$ cat src/rtl/mac_accum_feeder_if.sv
// Handshake and data bundle between the operand source / job controller and
// the MAC accumulator feeder. The slave side is the feeder itself.
interface mac_accum_feeder_if #(
    parameter int IN_WIDTH   = 8,
    parameter int DATA_WIDTH = 16,
    parameter int BIAS_WIDTH = 16,
    parameter int CNT_WIDTH  = 8,
    parameter int CH_WIDTH   = 4
) ();
    // Job control
    logic                  start;
    logic [CNT_WIDTH-1:0]  len;
    logic [CH_WIDTH-1:0]   num_ch;
    logic                  busy;
    logic                  done;

    // Operand stream
    logic                  in_valid;
    logic                  in_ready;
    logic [IN_WIDTH-1:0]   act_data;
    logic [IN_WIDTH-1:0]   wgt_data;

    // Bias table write port
    logic                  bias_wr_en;
    logic [CH_WIDTH-1:0]   bias_wr_addr;
    logic [BIAS_WIDTH-1:0] bias_wr_data;

    // Result towards the bias-add stage
    logic [DATA_WIDTH-1:0] mac_data;
    logic [BIAS_WIDTH-1:0] bias_data;
    logic                  valid_out;

    modport master (
        output start, len, num_ch, in_valid, act_data, wgt_data,
               bias_wr_en, bias_wr_addr, bias_wr_data,
        input  in_ready, mac_data, bias_data, valid_out, busy, done
    );

    modport slave (
        input  start, len, num_ch, in_valid, act_data, wgt_data,
               bias_wr_en, bias_wr_addr, bias_wr_data,
        output in_ready, mac_data, bias_data, valid_out, busy, done
    );
endinterface

$ cat src/rtl/mac_accum_feeder.sv
// MAC accumulator feeder: accumulates len signed act*wgt products per output
// channel, then emits the saturated sum together with that channel's bias for
// one cycle. Repeats for num_ch channels and pulses done at the end.
module mac_accum_feeder #(
    parameter int IN_WIDTH   = 8,
    parameter int DATA_WIDTH = 16,
    parameter int BIAS_WIDTH = 16,
    parameter int ACC_WIDTH  = 24,
    parameter int CNT_WIDTH  = 8,
    parameter int CH_WIDTH   = 4
) (
    input  logic                clk,
    input  logic                rst,
    mac_accum_feeder_if.slave   bus
);

    localparam int PROD_WIDTH = 2 * IN_WIDTH;
    localparam int NUM_BIAS   = 1 << CH_WIDTH;

    localparam logic [1:0] ST_IDLE  = 2'd0;
    localparam logic [1:0] ST_ACCUM = 2'd1;
    localparam logic [1:0] ST_EMIT  = 2'd2;

    localparam logic [CNT_WIDTH-1:0] CNT_ONE = 1;
    localparam logic [CH_WIDTH-1:0]  CH_ONE  = 1;

    // Signed saturation bounds of DATA_WIDTH, expressed at accumulator width.
    localparam logic signed [ACC_WIDTH-1:0] SAT_MAX =
        {{(ACC_WIDTH-DATA_WIDTH+1){1'b0}}, {(DATA_WIDTH-1){1'b1}}};
    localparam logic signed [ACC_WIDTH-1:0] SAT_MIN =
        {{(ACC_WIDTH-DATA_WIDTH+1){1'b1}}, {(DATA_WIDTH-1){1'b0}}};

    logic [1:0]                   state_q,     state_d;
    logic [CNT_WIDTH-1:0]         len_q,       len_d;
    logic [CNT_WIDTH-1:0]         cnt_q,       cnt_d;
    logic [CH_WIDTH-1:0]          num_ch_q,    num_ch_d;
    logic [CH_WIDTH-1:0]          ch_q,        ch_d;
    logic signed [ACC_WIDTH-1:0]  acc_q,       acc_d;
    logic [DATA_WIDTH-1:0]        mac_data_q,  mac_data_d;
    logic [BIAS_WIDTH-1:0]        bias_data_q, bias_data_d;
    logic                         done_q,      done_d;

    logic [BIAS_WIDTH-1:0]        bias_table [NUM_BIAS];

    logic                         start_ok;
    logic signed [PROD_WIDTH-1:0] act_ext;
    logic signed [PROD_WIDTH-1:0] wgt_ext;
    logic signed [PROD_WIDTH-1:0] prod;
    logic signed [ACC_WIDTH-1:0]  prod_ext;
    logic signed [ACC_WIDTH-1:0]  acc_sum;
    logic [CNT_WIDTH-1:0]         cnt_inc;
    logic                         last_ch;

    // Clamp the accumulator into the signed DATA_WIDTH range.
    function automatic logic [DATA_WIDTH-1:0] saturate(input logic signed [ACC_WIDTH-1:0] v);
        if (v > SAT_MAX) begin
            return {1'b0, {(DATA_WIDTH-1){1'b1}}};
        end else if (v < SAT_MIN) begin
            return {1'b1, {(DATA_WIDTH-1){1'b0}}};
        end else begin
            return v[DATA_WIDTH-1:0];
        end
    endfunction

    // A zero-length or zero-channel job is meaningless and is dropped.
    assign start_ok = bus.start && (bus.len != '0) && (bus.num_ch != '0);

    // Full-precision signed product, sign-extended into the accumulator width.
    assign act_ext  = {{IN_WIDTH{bus.act_data[IN_WIDTH-1]}}, bus.act_data};
    assign wgt_ext  = {{IN_WIDTH{bus.wgt_data[IN_WIDTH-1]}}, bus.wgt_data};
    assign prod     = act_ext * wgt_ext;
    assign prod_ext = {{(ACC_WIDTH-PROD_WIDTH){prod[PROD_WIDTH-1]}}, prod};
    assign acc_sum  = acc_q + prod_ext;
    assign cnt_inc  = cnt_q + CNT_ONE;
    assign last_ch  = (ch_q == (num_ch_q - CH_ONE));

    // Next-state logic for the job FSM, accumulator, counters and output regs.
    always_comb begin
        // NOTE: every variable gets a default here so no path leaves it
        // unassigned; that is what keeps this block from inferring latches.
        state_d     = state_q;
        len_d       = len_q;
        cnt_d       = cnt_q;
        num_ch_d    = num_ch_q;
        ch_d        = ch_q;
        acc_d       = acc_q;
        mac_data_d  = mac_data_q;
        bias_data_d = bias_data_q;
        done_d      = 1'b0;

        case (state_q)
            ST_IDLE: begin
                if (start_ok) begin
                    len_d    = bus.len;
                    num_ch_d = bus.num_ch;
                    acc_d    = '0;
                    cnt_d    = '0;
                    ch_d     = '0;
                    state_d  = ST_ACCUM;
                end
            end
            ST_ACCUM: begin
                if (bus.in_valid) begin
                    acc_d = acc_sum;
                    cnt_d = cnt_inc;
                    if (cnt_inc == len_q) begin
                        // Load the result registers on the last-term edge so
                        // they are valid during the single EMIT cycle.
                        mac_data_d  = saturate(acc_sum);
                        bias_data_d = bias_table[ch_q];
                        state_d     = ST_EMIT;
                    end
                end
            end
            ST_EMIT: begin
                acc_d = '0;
                cnt_d = '0;
                if (last_ch) begin
                    done_d  = 1'b1;
                    state_d = ST_IDLE;
                end else begin
                    ch_d    = ch_q + CH_ONE;
                    state_d = ST_ACCUM;
                end
            end
            default: begin
                state_d = ST_IDLE;
            end
        endcase
    end

    // State and datapath registers with synchronous reset.
    always_ff @(posedge clk) begin
        // NOTE: sequential state uses non-blocking assignments so every flop
        // samples the pre-edge values regardless of statement order.
        if (rst) begin
            state_q     <= ST_IDLE;
            len_q       <= '0;
            cnt_q       <= '0;
            num_ch_q    <= '0;
            ch_q        <= '0;
            acc_q       <= '0;
            mac_data_q  <= '0;
            bias_data_q <= '0;
            done_q      <= 1'b0;
        end else begin
            state_q     <= state_d;
            len_q       <= len_d;
            cnt_q       <= cnt_d;
            num_ch_q    <= num_ch_d;
            ch_q        <= ch_d;
            acc_q       <= acc_d;
            mac_data_q  <= mac_data_d;
            bias_data_q <= bias_data_d;
            done_q      <= done_d;
        end
    end

    // Bias table writes, accepted only while no job is running.
    always_ff @(posedge clk) begin
        // NOTE: the table is deliberately not reset; clearing a RAM-style
        // array would cost a reset fan-out to every entry and block RAM mapping.
        if (!rst && bus.bias_wr_en && (state_q == ST_IDLE)) begin
            bias_table[bus.bias_wr_addr] <= bus.bias_wr_data;
        end
    end

    assign bus.in_ready  = (state_q == ST_ACCUM);
    assign bus.valid_out = (state_q == ST_EMIT);
    assign bus.busy      = (state_q != ST_IDLE);
    assign bus.done      = done_q;
    assign bus.mac_data  = mac_data_q;
    assign bus.bias_data = bias_data_q;

endmodule

$ cat src/flat_wrapper.sv
// flat-port wrapper written by rule: the top's interface ports become plain ports
module mac_accum_feeder_flat 
#(
    parameter int IN_WIDTH   = 8,
    parameter int DATA_WIDTH = 16,
    parameter int BIAS_WIDTH = 16,
    parameter int ACC_WIDTH  = 24,
    parameter int CNT_WIDTH  = 8,
    parameter int CH_WIDTH   = 4
)
  (clk, rst, bus_start, bus_len, bus_num_ch, bus_in_valid, bus_act_data, bus_wgt_data, bus_bias_wr_en, bus_bias_wr_addr, bus_bias_wr_data, bus_in_ready, bus_mac_data, bus_bias_data, bus_valid_out, bus_busy, bus_done);
  mac_accum_feeder_if #(.IN_WIDTH(IN_WIDTH), .DATA_WIDTH(DATA_WIDTH), .BIAS_WIDTH(BIAS_WIDTH), .CNT_WIDTH(CNT_WIDTH), .CH_WIDTH(CH_WIDTH)) bus_i ();
  input  logic clk;
  input  logic rst;
  input wire logic [$bits(bus_i.start)-1:0] bus_start;
  input wire logic [$bits(bus_i.len)-1:0] bus_len;
  input wire logic [$bits(bus_i.num_ch)-1:0] bus_num_ch;
  input wire logic [$bits(bus_i.in_valid)-1:0] bus_in_valid;
  input wire logic [$bits(bus_i.act_data)-1:0] bus_act_data;
  input wire logic [$bits(bus_i.wgt_data)-1:0] bus_wgt_data;
  input wire logic [$bits(bus_i.bias_wr_en)-1:0] bus_bias_wr_en;
  input wire logic [$bits(bus_i.bias_wr_addr)-1:0] bus_bias_wr_addr;
  input wire logic [$bits(bus_i.bias_wr_data)-1:0] bus_bias_wr_data;
  output wire logic [$bits(bus_i.in_ready)-1:0] bus_in_ready;
  output wire logic [$bits(bus_i.mac_data)-1:0] bus_mac_data;
  output wire logic [$bits(bus_i.bias_data)-1:0] bus_bias_data;
  output wire logic [$bits(bus_i.valid_out)-1:0] bus_valid_out;
  output wire logic [$bits(bus_i.busy)-1:0] bus_busy;
  output wire logic [$bits(bus_i.done)-1:0] bus_done;
  assign bus_i.start = bus_start;
  assign bus_i.len = bus_len;
  assign bus_i.num_ch = bus_num_ch;
  assign bus_i.in_valid = bus_in_valid;
  assign bus_i.act_data = bus_act_data;
  assign bus_i.wgt_data = bus_wgt_data;
  assign bus_i.bias_wr_en = bus_bias_wr_en;
  assign bus_i.bias_wr_addr = bus_bias_wr_addr;
  assign bus_i.bias_wr_data = bus_bias_wr_data;
  assign bus_in_ready = bus_i.in_ready;
  assign bus_mac_data = bus_i.mac_data;
  assign bus_bias_data = bus_i.bias_data;
  assign bus_valid_out = bus_i.valid_out;
  assign bus_busy = bus_i.busy;
  assign bus_done = bus_i.done;
  mac_accum_feeder #(.IN_WIDTH(IN_WIDTH), .DATA_WIDTH(DATA_WIDTH), .BIAS_WIDTH(BIAS_WIDTH), .ACC_WIDTH(ACC_WIDTH), .CNT_WIDTH(CNT_WIDTH), .CH_WIDTH(CH_WIDTH)) u_core (.clk(clk), .rst(rst), .bus(bus_i));
endmodule
$ cat config.mk
export PLATFORM = sky130hd
export DESIGN_NAME = mac_accum_feeder_flat
export DESIGN_NICKNAME = d
export VERILOG_FILES = /design/src/rtl/mac_accum_feeder_if.sv /design/src/rtl/mac_accum_feeder.sv /design/src/flat_wrapper.sv
export SDC_FILE = /design/constraint.sdc
export NUM_CORES = 1
export LEC_CHECK = 0
export ABC_CLOCK_PERIOD_IN_PS = 6610
export BUFFER_PORTS_ARGS = -buffer_cell sky130_fd_sc_hd__buf_4
export CORE_ASPECT_RATIO = 1.5
export CORE_MARGIN = 2
export CORE_UTILIZATION = 56
export DETAILED_ROUTE_END_ITERATION = 10
export GPL_TIMING_DRIVEN = 0
export HOLD_SLACK_MARGIN = 0.03
export PLACE_DENSITY = 0.77
export SLEW_MARGIN = 25
export SYNTH_ARGS = -nofsm -noshare
export SYNTH_HDL_FRONTEND = slang
export SYNTH_SLANG_ARGS = --single-unit
$ cat constraint.sdc
create_clock -name clk -period 6.61 [get_ports clk]
set_input_delay 0.661 -clock clk [delete_from_list [all_inputs] [get_ports clk]]
set_output_delay 0.661 -clock clk [all_outputs]
set_load 0.02 [all_outputs]
## Yosys cells after proc, flatten, opt, wreduce, memory -nomap -nowiden

Memories as Yosys holds them, arrays and structs flattened. A register that Yosys moved wholly into a read port is not among the register bits.
Cells that the tools add are included.

| word-level totals | value |
|---|---|
| flip-flop bits (word level) | 67 |
| RAM bits | 256 |
| bits of input ports | 53 |
| output and inout port bits | 36 |
| memories | 1 |

| cells by class | value |
|---|---|
| add/subtract/negate cells | 4 |
| multipliers | 1 |
| magnitude comparators | 2 |
| equal/unequal tests | 8 |
| muxes and demuxes | 19 |
| bitwise gates (word level) | 1 |
| reduce and logical (&&, ||, !) cells | 17 |

Memory list:

| name | depth | width | rd ports | clocked after memory_dff | write ports | RTL line | source |
|---|---|---|---|---|---|---|---|
| u_core.bias_table | 16 | 16 | 1 | 1 | 1 | mac_accum_feeder.sv:43 | `logic [BIAS_WIDTH-1:0] bias_table [NUM_BIAS];` |

Operator list:

| kind | number |
|---|---|
| case mux 24 bit (3 select lines) | 1 |
| two-way mux 24 bit | 2 |
| two-way mux 16 bit | 2 |
| adder 24 x 16 -> 24 bit | 1 |
| > comparator 24 x 16 -> 1 bit, second input constant | 1 |
| < comparator 24 x 16 -> 1 bit, second input constant | 1 |
| case mux 8 bit (3 select lines) | 1 |
| multiplier 8 x 8 -> 16 bit | 1 |
| two-way mux 8 bit | 2 |
| AND reduction 3 bit | 4 |
| adder 8 x 1 -> 8 bit, second input constant | 1 |
| == test 8 bit | 1 |
| two-way mux 4 bit | 2 |
| case mux 4 bit (2 select lines) | 1 |
| nonzero test 8 bit | 1 |
| two-way mux 2 bit | 3 |
| case mux 2 bit (3 select lines) | 1 |
| adder 4 x 1 -> 4 bit, second input constant | 1 |
| == test 4 bit | 1 |
| logical AND 1 bit | 4 |
| two-way mux 1 bit | 4 |
| inequality test 2 x 1 -> 1 bit, second input constant | 2 |
| inequality test 2 bit, second input constant | 2 |
| nonzero test 2 bit | 2 |
| other kinds (10) | 10 |

## Logic depth before layout (Yosys ltp)

Gate-level depths: netlist (run 1).

| logic depth | value |
|---|---|
| word-level depth | 5 |
| depth in mapped cells | 23 |
| mapped depth without buffers | 20 |

## Worst setup path after synthesis (run 1)

OpenSTA, ideal clock, no wires.

| timing | value |
|---|---|
| kind | input to register |
| start | in bus_wgt_data[0] |
| end | reg u_core.mac_data_q[10] (netlist: u_core.bus.mac_data[10]) |
| data arrival time | 6697 ps |
| data required time | 6482 ps |
| path slack | -214 ps |
| cell stages on the path | 20 |
| path buffers | 2 |
| cell sequence | and2_1 -> inv_1 -> fa_1 -> inv_1 -> fa_1 -> fa_1 -> fa_1 -> fa_1 -> ha_1 -> o211ai_1 -> o211ai_1 -> a2111oi_2 -> nor3_1 -> xor2_1 -> or4_1 -> or4b_1 -> buf_2 -> buf_6 -> a21oi_2 -> o21ai_1 |

| on the way | value |
|---|---|
| word-level cells in the longest chain between the ends | 5 |
| elaborated cells on any way between the ends | 6 |

RTL lines:

| item | RTL line | source |
|---|---|---|
| start, declared | flat_wrapper.sv:20 | `input wire logic [$bits(bus_i.wgt_data)-1:0] bus_wgt_data;` |
| multiplier 8 x 8 -> 16 bit * | mac_accum_feeder.sv:71 | `assign prod = act_ext * wgt_ext;` |
| adder 24 x 16 -> 24 bit * | mac_accum_feeder.sv:73 | `assign acc_sum = acc_q + prod_ext;` |
| < comparator 24 x 16 -> 1 bit | mac_accum_feeder.sv:58 | `end else if (v < SAT_MIN) begin` |
| two-way mux 16 bit | mac_accum_feeder.sv:58 |  |
| two-way mux 16 bit * | mac_accum_feeder.sv:56 | `if (v > SAT_MAX) begin` |
| end signal, assigned | mac_accum_feeder.sv:153 | `mac_data_q <= mac_data_d;` |
| end, declared | mac_accum_feeder.sv:39 | `logic [DATA_WIDTH-1:0] mac_data_q, mac_data_d;` |

Every way passes the cells marked *; elsewhere a longest branch is shown, timed or not.
A chain may end at the register's enable or synchronous reset.

## Final worst setup path (run 1)

| timing | value |
|---|---|
| start | in bus_act_data[7] |
| end | reg u_core.mac_data_q[12] (netlist: u_core.bus.mac_data[12]) |

| on the way | value |
|---|---|
| word-level cells in the longest chain between the ends | 5 |
| elaborated cells on any way between the ends | 6 |

RTL lines:

| item | RTL line | source |
|---|---|---|
| start, declared | flat_wrapper.sv:19 | `input wire logic [$bits(bus_i.act_data)-1:0] bus_act_data;` |
| multiplier 8 x 8 -> 16 bit * | mac_accum_feeder.sv:71 |  |
| adder 24 x 16 -> 24 bit * | mac_accum_feeder.sv:73 |  |
| < comparator 24 x 16 -> 1 bit | mac_accum_feeder.sv:58 |  |
| two-way mux 16 bit | mac_accum_feeder.sv:58 |  |
| two-way mux 16 bit * | mac_accum_feeder.sv:56 |  |

Marks and branches as above.

==> flow_summary.toml, run 1 <==
[status]
status = "finished, final reports clean"

[layout]
seqCellArea_um2 = 9350
multi_input_area_um2 = 7490
fin_nets = 1538
final_layout_size_suffix_gt1_frac = 0.210
n_fill_cell = 2194
area_growth_pct = 13.9
antennaDiodeCount = 0

[min_path]
hold_start = "bus_num_ch[0]"
hold_class = "in -> reg"
hold_path_depth = 3

[die]
initial_utilization = 0.570
die_w_um = 147
core_area_um2 = 30300
die_y_um = 219
row_count = 78
pin_count = 89
fp.dieArea_um2 = 32300

[sta]
min_period_ns = 6.32
final-hold-violation-count = 0
fmax_ghz = 0.158
max_slew_margin = 0.369
rsz0062_at_grt = "false"
period_share = 0.956
worst_pin_slew_ns = 0.947
finalSetupViolCount = 0
slew_violations = 0
whs_ns = 0.319
finClkSkew_ns = 0.0360
fin_tns_setup_ns = 0

[yosys]
syn-instance-count = 1190
synth_top_cell_area_share = 0.446
avgSynthCellArea_um2 = 14.5
synth_compound_area_frac = 0.0500
syn-num-nets = 1404
synth_mux_area_frac = 0.122
synth_edf_count = 256
ys_seq_elements = 339
yosysTopAreaCell = "edfxtp_1"
yosys-top-cells-area = "edfxtp_1 (45%), fa_1 (12%), mux4_2 (10%)"
syn_area_um2 = 17300
synth-simple-area-share = 0.0738
ys_seq_area_frac = 0.542
synthDistinctLibCells = 58
synthXorXnorAreaFrac = 0.0203
ys_warn_count = 0
synthAdderAreaFrac = 0.162
synth_top_family_by_area = "adder cells"
synthArstFlopShare = 0
yosys_most_used_dff = "edfxtp_1"

[global_routing]
grt_max_degree = 18
grt_pass1_vias = 10927
grt_pass1_wl_mm = 61.3
antenna_found_initial = 0
grt_overflow_total = 0
grt_usage = 0.253

[placement]
gp_congestion = 0.887
place_hpwl_mm = 28.5
portBuffers = 86

[power]
power-per-cell-area_nw_per_um2 = 435
irDropWorstVdd_v = 0.000397
p_leak_nw = 7.37

[critical_path]
rr_startpoint = "u_core.acc_q[4]$_SDFFE_PP0P_"
cpLargestDelayFamily = "adder cells"
crit_fanout = 12
end_kind = "register"
crit_top_cell = "fa_1"
crit_type = "in -> reg"
crit_buf_inv = 7
reg2reg_slack_ns = 0.36
cp_cell_sequence = "buf_4, and2_4, buf_4, buf_4, fa_1, inv_1, fa_1, fa_1, inv_1, fa_1, ha_1, ha_1, nand2_1, o21ai_0, nor2_1, a21oi_1, xor2_1, or4_1, or4b_1, buf_2, buf_6, a21oi_2, o21ai_1"
path_depth = 23
worstSetupStartpoint = "bus_act_data[7]"
slowest_delay_ns = 0.55
cp.required_ns = 7.09
startpoint_type = "input port"
crit_arrival_ns = 6.80
rr_worst_depth = 22
cpMaxStageDelayCell = "or4b_1"

[route]
drc = 0
vias_per_cell = 5.87
wl_met3_mm = 2.26
wl_met1_mm = 14.1
wl_per_cell_um = 22.6
first_pass_iters = 5
drt-total-wl_mm = 39.4
routed.top_layer = "met4"
routed-wl-met2_mm = 21.6
vias = 10265
detail-route-antenna-nets = 0
drt-initial-drc-count = 845

[clock_tree]
cts_made_buffers = 30
clk_path_buf_depth = 3
cts_tree = "yes"
clkTransAtPathRegs_ns = 0.07
htree_levels = 1
clock_sinks = 339
clockRootBuffer = "clkbuf_16"
worstSkewPairLatency_ns = 0.59

[run]
drv_cap = 0
state kept, by name (all words and copies together) (netlist names):
| register | cells |
|---|---|
| u_core.acc_q | 24 |
| u_core.bias_table | 256 |
| u_core.bus.bias_data | 16 |
| u_core.bus.done | 1 |
| u_core.bus.mac_data | 16 |
| u_core.ch_q | 4 |
| u_core.cnt_q | 8 |
| u_core.len_q | 8 |
| u_core.num_ch_q | 4 |
| u_core.state_q | 2 |
final timing paths:
kind	endpoint
setup / recovery	u_core.bus.mac_data[12]$_SDFFE_PP0P_
hold / removal	u_core.num_ch_q[0]$_SDFFE_PP0P_
setup reg to reg	u_core.bus.mac_data[12]$_SDFFE_PP0P_
hold reg to reg	u_core.acc_q[6]$_SDFFE_PP0P_
stage by stage:
stage / worst slack, ns / power [mW] / util / cells / instance area [um2]
floorplan: 0.100 / 5.75 / - / 1190 / 17300
global placement: -0.813 / 6.69 / 0.608 / 1676 / 18400
detailed placement: -0.895 / 6.78 / 0.615 / 1687 / 18600
CTS: 0.0119 / 8.51 / 0.647 / 1743 / 19600
global route: 0.0202 / 9.13 / 0.649 / 1748 / 19600
finish: 0.291 / 8.53 / 0.649 / 1748 / 19600
what timing repair did:
action | CTS | global route
setup buffers | 0 | 5
resized for setup | 2 | 10
cloned | 0 | 0
hold buffers | 0 | 0
endpoints found under the setup margin | 15 | 15
pin swaps | 0 | 3
report_power, final:
| part | switching (mW) | internal (mW) | total (mW) | leakage (nW) |
|---|---|---|---|---|
| sequential | 0.0568 | 2.36 | 2.41 | 2.98 |
| combinational | 2.64 | 1.78 | 4.42 | 3.93 |
| clock | 0.782 | 0.920 | 1.70 | 0.464 |
logic make-up (layout without fill, tap and decap cells):
family | after synthesis | after routing
XOR/XNOR | 40 | 40
AND/OR/NAND/NOR | 272 | 272
flip-flops | 339 | 339
multiplexers | 110 | 110
adder cells (fa/ha/maj) | 161 | 161
AO/OA/AOI/OAI | 133 | 133
buffers and inverters | 135 | 293
layout by cell type (no fill, tap or decap), types with 5 or more instances in the layout:
master / n
nand2_1: 73
a21oi_1: 37
inv_1: 83
nand4_1: 5
clkbuf_1: 39
nand3_1: 19
nand2b_1: 6
clkinv_1: 5
xnor2_1: 24
nor3_1: 9
ha_1: 57
nor2_1: 82
buf_2: 5
o21ai_0: 19
dfxtp_1: 83
clkbuf_16: 30
buf_4: 95
nor2_4: 9
o21ai_1: 13
clkinv_2: 6
fa_1: 104
mux4_2: 80
xor2_1: 16
a22oi_1: 17
a21oi_2: 11
mux2i_1: 30
and2_1: 33
clkbuf_2: 7
a21o_1: 6
edfxtp_1: 256
metal layers:
| metal | vias to the layer above | track usage |
|---|---|---|
| li1 | 4604 | - |
| met1 | 5210 | 0.294 |
| met2 | 364 | 0.478 |
| met3 | 87 | 0.0347 |
| met4 | 0 | 0.0891 |
| met5 | - | 0 |
worst reg2reg max path, cell delays in order, from the launching register on:
cell and delay [ns]:
dfxtp_1 0.33, inv_1 0.07, fa_1 0.55, inv_1 0.06
fa_1 0.45, ha_1 0.29, inv_1 0.05, fa_1 0.53
inv_1 0.04, ha_1 0.28, ha_1 0.25, fa_1 0.44
a211oi_1 0.31, o21ai_1 0.23, o21a_1 0.25, nor4_1 0.36
o32ai_1 0.13, or4_1 0.40, or4b_1 0.55, buf_2 0.20
buf_6 0.17, a21oi_2 0.14, o21ai_1 0.06
cell type report:
cell class                 count  area share
clock buffer                  35      0.0392
clock inverter                21     0.00924
buffer                        49      0.0105
multi-input combinational    716       0.381
tap                          400      0.0255
sequential                   339       0.476
timing repair buffer         102      0.0413
inverter                      86      0.0168
synthesized netlist by cell type (all sizes together), types with 6 or more instances:
| master | n |
|---|---|
| edfxtp | 256 |
| fa | 104 |
| nor2 | 95 |
| inv | 85 |
| dfxtp | 83 |
| mux4 | 80 |
| nand2 | 73 |
| ha | 57 |
| a21oi | 48 |
| clkbuf | 40 |
| and2 | 35 |
| o21ai | 32 |
| mux2i | 30 |
| xnor2 | 24 |
| nand3 | 19 |
| a22oi | 17 |
| xor2 | 16 |
| nor3 | 13 |
| buf | 9 |
| a21o | 6 |
| nand2b | 6 |
(Power assumes the default switching activity.)
==> run 2: changes to the inputs <==
--- a/config.mk
+++ b/config.mk
@@ -13,7 +13,7 @@
 export DETAILED_ROUTE_END_ITERATION = 10
 export GPL_TIMING_DRIVEN = 0
 export HOLD_SLACK_MARGIN = 0.03
-export PLACE_DENSITY = 0.77
+export PLACE_DENSITY_LB_ADDON = 0.05
 export SLEW_MARGIN = 25
 export SYNTH_ARGS = -nofsm -noshare
 export SYNTH_HDL_FRONTEND = slang
==> constraint.sdc (replaced) <==
create_clock -name clk -period 6.61 [get_ports clk]
set_input_delay 0.3305 -clock clk [delete_from_list [all_inputs] [get_ports clk]]
set_output_delay 0.3305 -clock clk [all_outputs]
set_load 0.02 [all_outputs]
==> run 2 against run 1 <==
  * Utilization barely moved
  * Clock-buffer cell count fell by 1
  * Clock skew fell by 0.025 ns
  * Critical endpoint is now u_core.bus.mac_data[7]$_SDFFE_PP0P_
  * Non-clock buffer count rose by 4
  * Largest cell class unchanged
  * Sequential share of layout area barely moved
  * Sequential power barely moved
  * Register-to-register slack barely moved
  * Global-route usage rose by 0.46 points
==> flow_summary.toml, run 2 (synthesized netlist as in run 1, its figures left out) <==
[layout]
antennaDiodeCount = 0
layout_commonest_cell = "edfxtp_1"
reg_top3 = "u_core.bias_table: 256 flops, u_core.acc_q: 24 flops"
largest_reg_flops = 256
area_growth_pct = 13.9
n_fill_cell = 2280
fin_nets = 1543
top_register = "u_core.bias_table"
stdcell_count = 1751
final_layout_size_suffix_gt1_frac = 0.198
final_cell_mix = "edfxtp_1 (256), fa_1 (104), buf_4 (92)"
finish.utilization = 0.650

[power]
irDropWorstVdd_v = 0.000341
power.share.combinational = 0.518
power-per-cell-area_nw_per_um2 = 433
p_sw_mw = 3.45
p_leak_nw = 7.37
swShare = 0.405
p_int_mw = 5.06
pwr-share-clk = 0.198
share_seq_of_total_power = 0.284

[global_routing]
grt_pass1_wl_mm = 61.7
grt_max_degree = 18
grt_usage = 0.258
antenna_found_initial = 0
grt_overflow_total = 0
grt_pass1_vias = 10837

[status]
status = "finished, final reports clean"

[route]
drc = 0
drt-total-wl_mm = 39.5
wl_per_cell_um = 22.5
drt-initial-drc-count = 589
detail-route-antenna-nets = 0
first_pass_iters = 5
vias_per_cell = 5.79
vias = 10134

[sta]
period_share = 0.947
rsz0062_at_grt = "false"
finalSetupViolCount = 0
final-hold-violation-count = 0
fmax_ghz = 0.160
setup_slack_ns = 0.349
worst_pin_slew_ns = 1.03
max_slew_margin = 0.315
slew_violations = 0
fin_tns_setup_ns = 0
finClkSkew_ns = 0.0107
min_period_ns = 6.26
whs_ns = 0.0598

[die]
die_y_um = 219
row_count = 78
die_w_um = 147
pin_count = 89
initial_utilization = 0.570
fp.dieArea_um2 = 32300
core_area_um2 = 30300

[placement]
gp_congestion = 0.882
place_ws_ns = -0.829
place_hpwl_mm = 28.7
portBuffers = 86
dp_cells = 1684

[min_path]
hold_class = "in -> reg"
hold_path_depth = 1
hold_start = "bus_bias_wr_data[9]"
hold_end = "u_core.bias_table[14][9]$_DFFE_PP_"

[clock_tree]
clock_sinks = 339
postCtsSetupBuffers = 0
htree_levels = 1
clockRootBuffer = "clkbuf_16"
cts_made_buffers = 31
clkTransAtPathRegs_ns = 0.07
clk_path_buf_depth = 3
cts_tree = "yes"
worstSkewPairLatency_ns = 0.57

[critical_path]
end_kind = "register"
reg2reg_slack_ns = 0.35
cpMaxStageDelayCell = "fa_1"
cpLargestDelayFamily = "adder cells"
rr_startpoint = "u_core.acc_q[4]$_SDFFE_PP0P_"
cp.required_ns = 7.06
crit_fanout = 10
slowest_delay_ns = 0.54
crit_arrival_ns = 6.71
r2r_end = "u_core.bus.mac_data[7]$_SDFFE_PP0P_"
startpoint_type = "register"
crit_buf_inv = 6
crit_type = "reg -> reg"
rr_worst_depth = 22
cp_cell_sequence = "inv_1, fa_1, inv_1, fa_1, ha_1, inv_1, fa_1, inv_1, ha_1, ha_1, fa_1, a211oi_1, o21ai_1, o21ai_1, a21oi_1, xor2_1, or4_1, or4b_1, buf_2, buf_6, a21oi_2, o21ai_1"

[run]
drv_cap = 0
## run 2: cell types whose count changed in the layout (fill, tap and decap cells not counted), moves of 2 or more
cell | previous run | this run
buf_8 | 3 | 0
buf_4 | 95 | 92
inv_1 | 83 | 85
clkbuf_1 | 39 | 37
dlygate4sd3_1 | 0 | 12
nor2_4 | 9 | 12
clkinv_1 | 5 | 10
clkinv_4 | 3 | 0
nor2_2 | 4 | 1
## run 2: power groups by stage
| stage | registers [mW] | clock network, mW | logic (mW) |
|---|---|---|---|
| finish | 2.41 | 1.69 | 4.41 |
| CTS | 2.42 | 1.71 | 4.45 |
| floorplan | 2.45 | 0 | 3.30 |
| detailed placement | 2.46 | 0 | 4.40 |
| global route | 2.42 | 1.80 | 4.99 |
| global placement | 2.46 | 0 | 4.36 |
## run 2: worst register-to-register path, delay by kind of cell, from the launching register on
family                     cells  cell delay [ns]
xor gates and xnor gates       1             0.21
and+or+nand+nor                2             1.06
DFF                            1             0.33
adders and majority gates      7             2.80
buffers and inverters          6             0.58
AOI/OAI and AO/OA              6             1.15
## run 2: layer usage
layer  global-route usage  wire length, um
met3               0.0245             1620
met5                    0                0
met2                0.501            22500
met4                0.107             1730
met1                0.285            13600
## run 2: layout make-up
class	count	area [um2]	area share
plain buffers	49	206	0.0105
clock inverters	21	153	0.00777
repair buffers	106	833	0.0424
clock buffers	34	787	0.0400
multi-input cells	716	7500	0.382
flip-flops and latches	339	9350	0.476
well taps	400	500	0.0255
inverters	86	323	0.0164
## run 2: per-stage QoR
stage / cell area [um2] / power (mW)
after floorplan: 17300 / 5.75
after global placement: 18400 / 6.82
after detailed placement: 18600 / 6.86
after CTS: 19600 / 8.58
after global routing: 19700 / 9.21
final: 19700 / 8.51
## run 2: worst max path at each step
stage / endpoint / from / cells past startpoint
global route: u_core.bus.mac_data[11]$_SDFFE_PP0P_ / u_core.acc_q[4]$_SDFFE_PP0P_ / 22
finish: u_core.bus.mac_data[7]$_SDFFE_PP0P_ / u_core.acc_q[4]$_SDFFE_PP0P_ / 22
CTS: u_core.bus.mac_data[12]$_SDFFE_PP0P_ / bus_wgt_data[0] / 21
floorplan: u_core.bus.mac_data[10]$_SDFFE_PP0P_ / bus_wgt_data[0] / 20
detailed placement: u_core.bus.mac_data[12]$_SDFFE_PP0P_ / bus_wgt_data[1] / 19
global placement: u_core.bus.mac_data[14]$_SDFFE_PP0P_ / bus_wgt_data[0] / 21
## run 2: what timing repair did
action                                  4_1_cts  5_1_grt
endpoints found under the setup margin       15       15
resized for setup                             2        5
hold endpoints to repair                     12        0
hold buffers                                 12        0
